File: src/rtl/forwarding_scoreboard.sv
// Forwarding scoreboard: tracks in-flight register writes, picks a bypass tap
// for each source operand and holds issue on RAW, WAW or writeback-port hazards.
module forwarding_scoreboard #(
  parameter int NUM_REGS = 32,
  parameter int NUM_SRC  = 2,
  parameter int MAX_LAT  = 4,
  localparam int AW = $clog2(NUM_REGS),
  localparam int LW = $clog2(MAX_LAT + 1)
) (
  input  logic                  clk_i,
  input  logic                  rst_ni,
  input  logic                  issue_valid_i,
  output logic                  issue_ready_o,
  input  logic [AW-1:0]         issue_rd_i,
  input  logic                  issue_reg_write_en,
  input  logic                  issue_long_en,
  input  logic [LW-1:0]         issue_lat_i,
  input  logic [NUM_SRC*AW-1:0] issue_rs_i,
  input  logic                  flush_i,
  output logic [NUM_SRC*LW-1:0] fwd_optn_o,
  output logic [NUM_REGS-1:0]   busy_o,
  output logic [31:0]           stall_cnt_o
);

  localparam logic [LW-1:0] LAT_ONE = LW'(1);
  localparam logic [LW-1:0] LAT_MAX = LW'(MAX_LAT);

  logic [NUM_REGS-1:0] busy_q, busy_d;
  logic [NUM_REGS-1:0] long_q, long_d;
  logic [LW-1:0]       cnt_q [NUM_REGS];
  logic [LW-1:0]       cnt_d [NUM_REGS];
  logic [31:0]         stall_cnt_q, stall_cnt_d;

  logic [LW-1:0] eff_lat;
  logic          writes_rd;
  logic          raw_stall;
  logic          waw_stall;
  logic          wb_stall;
  logic          accept;

  // Clamp the requested latency into the legal 1..MAX_LAT range
  always_comb begin
    eff_lat = issue_lat_i;
    if (issue_lat_i == '0) begin
      eff_lat = LAT_ONE;
    end else if (issue_lat_i > LAT_MAX) begin
      eff_lat = LAT_MAX;
    end
  end

  // Per-operand bypass select from pre-update state; long producers only reach the WB tap
  always_comb begin
    fwd_optn_o = '0;
    raw_stall  = 1'b0;
    for (int s = 0; s < NUM_SRC; s++) begin
      if (issue_rs_i[s*AW +: AW] != '0 && busy_q[issue_rs_i[s*AW +: AW]]) begin
        if (!long_q[issue_rs_i[s*AW +: AW]]) begin
          fwd_optn_o[s*LW +: LW] = cnt_q[issue_rs_i[s*AW +: AW]];
        end else if (cnt_q[issue_rs_i[s*AW +: AW]] == LAT_ONE) begin
          fwd_optn_o[s*LW +: LW] = LAT_ONE;
        end else begin
          raw_stall = 1'b1;
        end
      end
    end
  end

  // Destination hazards: an older write landing after ours, or two writes sharing one WB slot
  always_comb begin
    writes_rd = issue_reg_write_en && (issue_rd_i != '0);
    waw_stall = writes_rd && busy_q[issue_rd_i] && (cnt_q[issue_rd_i] > eff_lat);
    wb_stall  = 1'b0;
    for (int r = 0; r < NUM_REGS; r++) begin
      if (writes_rd && busy_q[r] && (cnt_q[r] == eff_lat)) begin
        wb_stall = 1'b1;
      end
    end
    issue_ready_o = !(raw_stall || waw_stall || wb_stall);
    accept        = issue_valid_i && issue_ready_o && !flush_i;
  end

  // Next scoreboard state: count down, record a new producer, flush wipes everything
  always_comb begin
    busy_d = busy_q;
    long_d = long_q;
    cnt_d  = cnt_q;
    for (int r = 0; r < NUM_REGS; r++) begin
      if (busy_q[r]) begin
        if (cnt_q[r] == LAT_ONE) begin
          busy_d[r] = 1'b0;
          cnt_d[r]  = '0;
        end else begin
          cnt_d[r] = cnt_q[r] - LAT_ONE;
        end
      end
    end
    if (accept && writes_rd) begin
      busy_d[issue_rd_i] = 1'b1;
      cnt_d[issue_rd_i]  = eff_lat;
      long_d[issue_rd_i] = issue_long_en;
    end
    if (flush_i) begin
      busy_d = '0;
      long_d = '0;
      cnt_d  = '{default: '0};
    end
  end

  // Saturating count of cycles an instruction was held back
  always_comb begin
    stall_cnt_d = stall_cnt_q;
    if (issue_valid_i && !issue_ready_o && !flush_i && (stall_cnt_q != '1)) begin
      stall_cnt_d = stall_cnt_q + 32'd1;
    end
  end

  // State registers with asynchronous active-low reset
  always_ff @(posedge clk_i or negedge rst_ni) begin
    if (!rst_ni) begin
      busy_q      <= '0;
      long_q      <= '0;
      cnt_q       <= '{default: '0};
      stall_cnt_q <= '0;
    end else begin
      busy_q      <= busy_d;
      long_q      <= long_d;
      cnt_q       <= cnt_d;
      stall_cnt_q <= stall_cnt_d;
    end
  end

  assign busy_o      = busy_q;
  assign stall_cnt_o = stall_cnt_q;

endmodule

File: config.mk
export PLATFORM = sky130hd
export DESIGN_NAME = forwarding_scoreboard
export DESIGN_NICKNAME = d
export VERILOG_FILES = /design/src/rtl/forwarding_scoreboard.sv
export SDC_FILE = /design/constraint.sdc
export NUM_CORES = 1
export LEC_CHECK = 0
export ABC_CLOCK_PERIOD_IN_PS = 4620
export CAP_MARGIN = 20
export CELL_PAD_IN_SITES_DETAIL_PLACEMENT = 1
export CELL_PAD_IN_SITES_GLOBAL_PLACEMENT = 1
export CORE_UTILIZATION = 48
export DETAILED_ROUTE_END_ITERATION = 6
export DONT_BUFFER_PORTS = 1
export PLACE_DENSITY_LB_ADDON = 0.1
export SYNTH_ARGS = -nofsm -noshare
export SYNTH_HDL_FRONTEND = slang
export SYNTH_SLANG_ARGS = --single-unit
File: constraint.sdc
create_clock -name clk_i -period 4.62 [get_ports clk_i]
set_input_delay 0.231 -clock clk_i [delete_from_list [all_inputs] [get_ports clk_i]]
set_output_delay 0.231 -clock clk_i [all_outputs]
set_load 0.01 [all_outputs]
* Word-level counts from Yosys, hierarchy flattened
Cells that the tools add are included.
** Word-level totals
- Register bits after elaboration :: 192
- Latch bits :: 0
- Bits in writable memories :: 0
- ROM bits :: 0
- Bits of input ports :: 24
- Output and inout port bits :: 71
- Logic and storage cells :: 440
- Memories :: 0
** Cells by class
- Add/sub/neg operators :: 33
- Multiply operators :: 0
- Div/mod/pow operators :: 0
- $lt $le $gt $ge :: 10
- Equality and inequality tests :: 67
- Shifts and indexed selects :: 0
- Multiplexer cells :: 205
- Bitwise operators :: 4
- Reduce and logical (&&, ||, !) cells :: 86
** Operators with widths (number)
- $mux W3 :: 77
- $mux W96 :: 2
- $mux W32 :: 4
- $mux W1 :: 110
- $eq A3 B1 Y1 const B :: 34
- $bwmux W96 :: 1
- $eq A3 B3 Y1 :: 32
- $sub A3 B1 Y3 const B :: 32
- $logic_and A1 B1 Y1 :: 77
- $bmux W3 S5 :: 3
- $add A32 B1 Y32 const B :: 1
- $bwmux W32 :: 1
- $ne A32 B32 Y1 const B :: 1
- $or A32 B32 Y32 :: 1
- $bmux W1 S5 :: 5
- $ge A6 B6 Y1 const B :: 3
- $lt A5 B6 Y1 const B :: 3
- $not A5 Y6 :: 3
- $demux W3 S5 :: 1
- $reduce_bool A5 Y1 :: 3
- $lt A6 B1 Y1 const B :: 1
- $demux W1 S5 :: 1
- $ge A5 B1 Y1 const B :: 1
- $gt A3 B3 Y1 :: 1
- other kinds (5) :: 7

* Longest topological paths before layout
- Depth after elaboration :: 44
- Mapped depth :: 19
- Mapped depth without buffers :: 13

* Worst setup path before layout
Ideal clock, no wire load.
- Path kind :: input to register
- Start point :: in issue_rd_i[0]
- End point :: reg cnt_q[33] (netlist bit)
- Library setup time :: 128 ps
- Arrival :: 4572 ps
- Data required time :: 4492 ps
- Path slack :: -79 ps
- Stages on the path :: 18
- Buffers on the path :: 6
- Cells stage by stage :: clkbuf_1 buf_2 buf_1 clkbuf_1 mux4_2 a22oi_1 nand4_1 ha_1 nor2b_1 o21a_1 o21ai_0 o22a_1 nand4_1 nor3b_4 buf_6 buf_12 nand3_4 mux2_1
** RTL lines
- start, declared :: line 14 : input logic [AW-1:0] issue_rd_i,
- end signal, assigned :: line 127 : cnt_q <= cnt_d;
- end, declared :: line 30 : logic [LW-1:0] cnt_q [NUM_REGS];

* Final worst setup path
- Start point :: reg cnt_q[53] (netlist bit)
- End point :: reg stall_cnt_q[27] (netlist: stall_cnt_o[27])
** Between the ends
- Longest elaborated chain between the ends :: 24
- Elaborated cells between the ends (all ways) :: 44
** RTL lines
- $eq A3 B3 Y1 :: line 74 : if (writes_rd && busy_q[r] && (cnt_q[r] == eff_lat)) begin
- $logic_and A1 B1 Y1 :: line 74
- $mux W1 (18 in a row) :: line 74
- $logic_or A1 B1 Y1 (*) :: line 78 : issue_ready_o = !(raw_stall || waw_stall || wb_stall);
- $logic_and A1 B1 Y1 (*) (3 in a row) :: line 112 : if (issue_valid_i && !issue_ready_o && !flush_i && (stall_cnt_q != '1)) begin
- end signal, assigned :: line 128 : stall_cnt_q <= stall_cnt_d;
- end, declared :: line 32 : logic [31:0] stall_cnt_q, stall_cnt_d;
Every way passes the cells marked *; elsewhere a longest branch is shown, timed or not. The select of a mux whose other input is x is not followed.
A chain may end at the register's enable or synchronous reset.

==> results.toml <==
[clock_tree]
htree_levels = 4
clock_latency_ns = 0.48
root_buffer = "clkbuf_16"
ctsHoldBuffers = 3
cts_buffers = 17
numClockSinks = 192
clkSlewWorstSetupHoldPaths_ns = 0.08
cts_tree = "done"
clockBufferDepth = 2

[sta]
rsz0062_at_grt = "no"
hold-worst-slack_ns = -0.5494
finClkSkew_ns = 0.01519
fmax_mhz = 239.1
setup_viol = 0
worst_slew_pin_slew_ns = 1.083
period_share_pct = 90.53
setup_tns_ns = 0
final_max_slew_viol_count = 0
max_slew_margin_pct = 25.93
min_period_ns = 4.182
finalHoldViolCount = 192

[floorplanning]
row_count = 67
dieArea_um2 = 35270
initial_core_util_pct = 49.06
core_um2 = 33780
io_pins = 95
die_y_um = 187.8
die_w_um = 187.8

[detailed_routing]
wl_per_cell_um = 30.77
viasPerCell = 6.910
ant_nets = 0
dr.pass1.iters = 5
drt_wl_total_mm = 65.32
via_count = 14670
drtIter0Drc = 1399
drc = 0

[synthesis]
yosysTopAreaCell = "dfrtp_1"
avgSynthCellArea_um2 = 9.444
netlist_area_um2 = 16570
synth_top_area_share_pct = 28.99
yosysWarningCount = 0
ys.flop_type = "dfrtp_1"
synthDistinctLibCells = 81
syn_nets = 1847
synth_seq_cells = 192
synth_edf_count = 0
async_reset_ff_share_pct = 100.0
netlist_top_cells_count = "dfrtp_1, clkbuf_1, inv_1, nor2_1, nand2_1"
syn_inst = 1755
synth.most_common_cell = "dfrtp_1"
synth.area.top_cells = "dfrtp_1, mux4_2, mux2_2, mux2i_1, ha_1"
ys_seq_area_share_pct = 28.99

[setup_path]
path_class = "flop to flop"
start_kind = "flop"
worstPathRequired_ns = 5.01
rrSetupSlack_ns = 0.44
path_cells = "mux4_2 > nor3_1 > a2111oi_0 > a221oi_1 > a31oi_1 > a22o_2 > o211a_1 > a21oi_2 > buf_4 > nor4_1 > xnor2_1"
startpoint = "cnt_q[53]"
cp.arrival_ns = 4.58
cpMaxStageDelayCell = "a2111oi_0"
critical_path.max_stage_delay_ns = 0.95
r2r_start = "cnt_q[53]"
critPathCaptureType = "flop"
critPathMaxFanout = 28

[run_status]
status = "finished with violations"
failed_checks = "negative hold slack"

[pwr]
power_density_nw_per_um2 = 207.2
switchingPower_mw = 1.057
peakVddDrop_v = 0.0002808
p_seq_share_pct = 48.3
pwr-share-clk_pct = 41.9
p_int_mw = 2.557
p_sw_share_pct = 29.25
p_comb_share_pct = 9.7
p_leak_nw = 7.038
finalPower_mw = 3.614

[global_route]
grt.met2_usage_pct = 57.58
grt_pass1_wl_mm = 98.44
gr-total-overflow = 0
grt_pass1_vias = 15000
grt_antenna_before_repair = 4
gr-usage-met3_pct = 10.78
grt_max_degree = 193
grt_use_total_pct = 37.75
met1_usage_pct = 49.13
grt_busiest_layer = "met2"

[hold_path]
hold_path_class = "input port to async pin"

[placed_design]
gp_congestion = 1.048
port_buffers = 0
place_hpwl_mm = 45.11

[run]
maxCapViolations = 0

[layout]
drive_above_1_share_pct = 19.82
antenna_cells = 0
area_growth_pct = 5.269
nets = 1754
## power groups by stage
stage	logic, mW	clock network [mW]	registers [mW]
floorplan	0.310	0	1.77
global placement	0.314	0	1.78
detailed placement	0.320	0	1.78
CTS	0.342	1.53	1.75
global route	0.368	1.58	1.75
finish	0.351	1.52	1.75
## through the flow
| step | setup slack [ns] | area (um2) | hold slack (ns) | std cells | util [%] |
|---|---|---|---|---|---|
| floorplan | 0.1252 | 16580 | -0.06459 | 1755 | - |
| global placement | 0.7113 | 16830 | -0.05584 | 2088 | 49.82 |
| detailed placement | 0.6353 | 16830 | -0.05743 | 2088 | 49.82 |
| CTS | 0.6277 | 17450 | -0.5684 | 2123 | 51.64 |
| global route | 0.3632 | 17450 | -0.5619 | 2123 | 51.64 |
| finish | 0.4375 | 17450 | -0.5494 | 2123 | 51.64 |
## logic make-up (layout without fill, tap and decap cells)
group | count (synthesis) | after routing | share of synthesized area [%]
xor gates and xnor gates | 51 | 51 | 2.695
AOI/OAI and AO/OA | 360 | 360 | 14.93
muxes | 276 | 276 | 23.91
buffers and inverters | 288 | 208 | 7.278
adders and majority gates | 68 | 68 | 5.134
and+or+nand+nor | 520 | 520 | 17.07
DFF | 192 | 192 | 28.99
## worst paths after layout
path	depth (start not counted)	to
hold reg to reg	1	long_q[0]
min in group clk_i	2	cnt_q[41]
max in group asynchronous	0	cnt_q[74]
hold / removal	0	cnt_q[71]
setup / recovery	11	stall_cnt_o[27]
setup reg to reg	11	stall_cnt_o[27]
## cells in the final DEF, fill, tap and decap left out, types with 61 or more instances in the layout
| master | count |
|---|---|
| mux2_2 | 92 |
| mux4_2 | 86 |
| ha_1 | 68 |
| dfrtp_1 | 192 |
| nor2_1 | 107 |
| nor3_1 | 77 |
| o21ai_0 | 61 |
| inv_1 | 115 |
| a21oi_1 | 92 |
| mux2i_1 | 94 |
| nand2_1 | 103 |
## state kept, by name (all words and copies together) (netlist names)
register     cells
busy_o          32
cnt_q           96
long_q          32
stall_cnt_o     32
## critical path: cells and delay by family, from the launching register on
| family | cells | cell delay [ns] |
|---|---|---|
| flops | 1 | 0.72 |
| simple gates | 2 | 0.47 |
| xor+xnor | 1 | 0.18 |
| buf+inv | 1 | 0.22 |
| compound gates | 6 | 2.11 |
| mux | 1 | 0.37 |
## area by class of cell
| cell class | instances | area [um2] |
|---|---|---|
| Fill cell | 3807 | 16340 |
| Multi-Input combinational cell | 1275 | 10600 |
| Sequential cell | 192 | 4805 |
| Tap cell | 448 | 560.5 |
| Timing Repair Buffer | 57 | 465.4 |
| Inverter | 119 | 446.7 |
| Clock buffer | 17 | 425.4 |
| Clock inverter | 15 | 141.4 |
## timing repair
item                       CTS  global route
setup endpoints to repair    0             0
hold endpoints to repair   274           192
buffers inserted             0             0
gates resized for setup      0             0
## metal layers
| metal | vias to the layer above | part of all wire (%) |
|---|---|---|
| met5 | - | 0.043 |
| met4 | 4 | 5.0 |
| met3 | 182 | 10 |
| met2 | 737 | 45 |
| met1 | 7517 | 40 |
| li1 | 6229 | - |
Power figures use the tool's default switching activity.
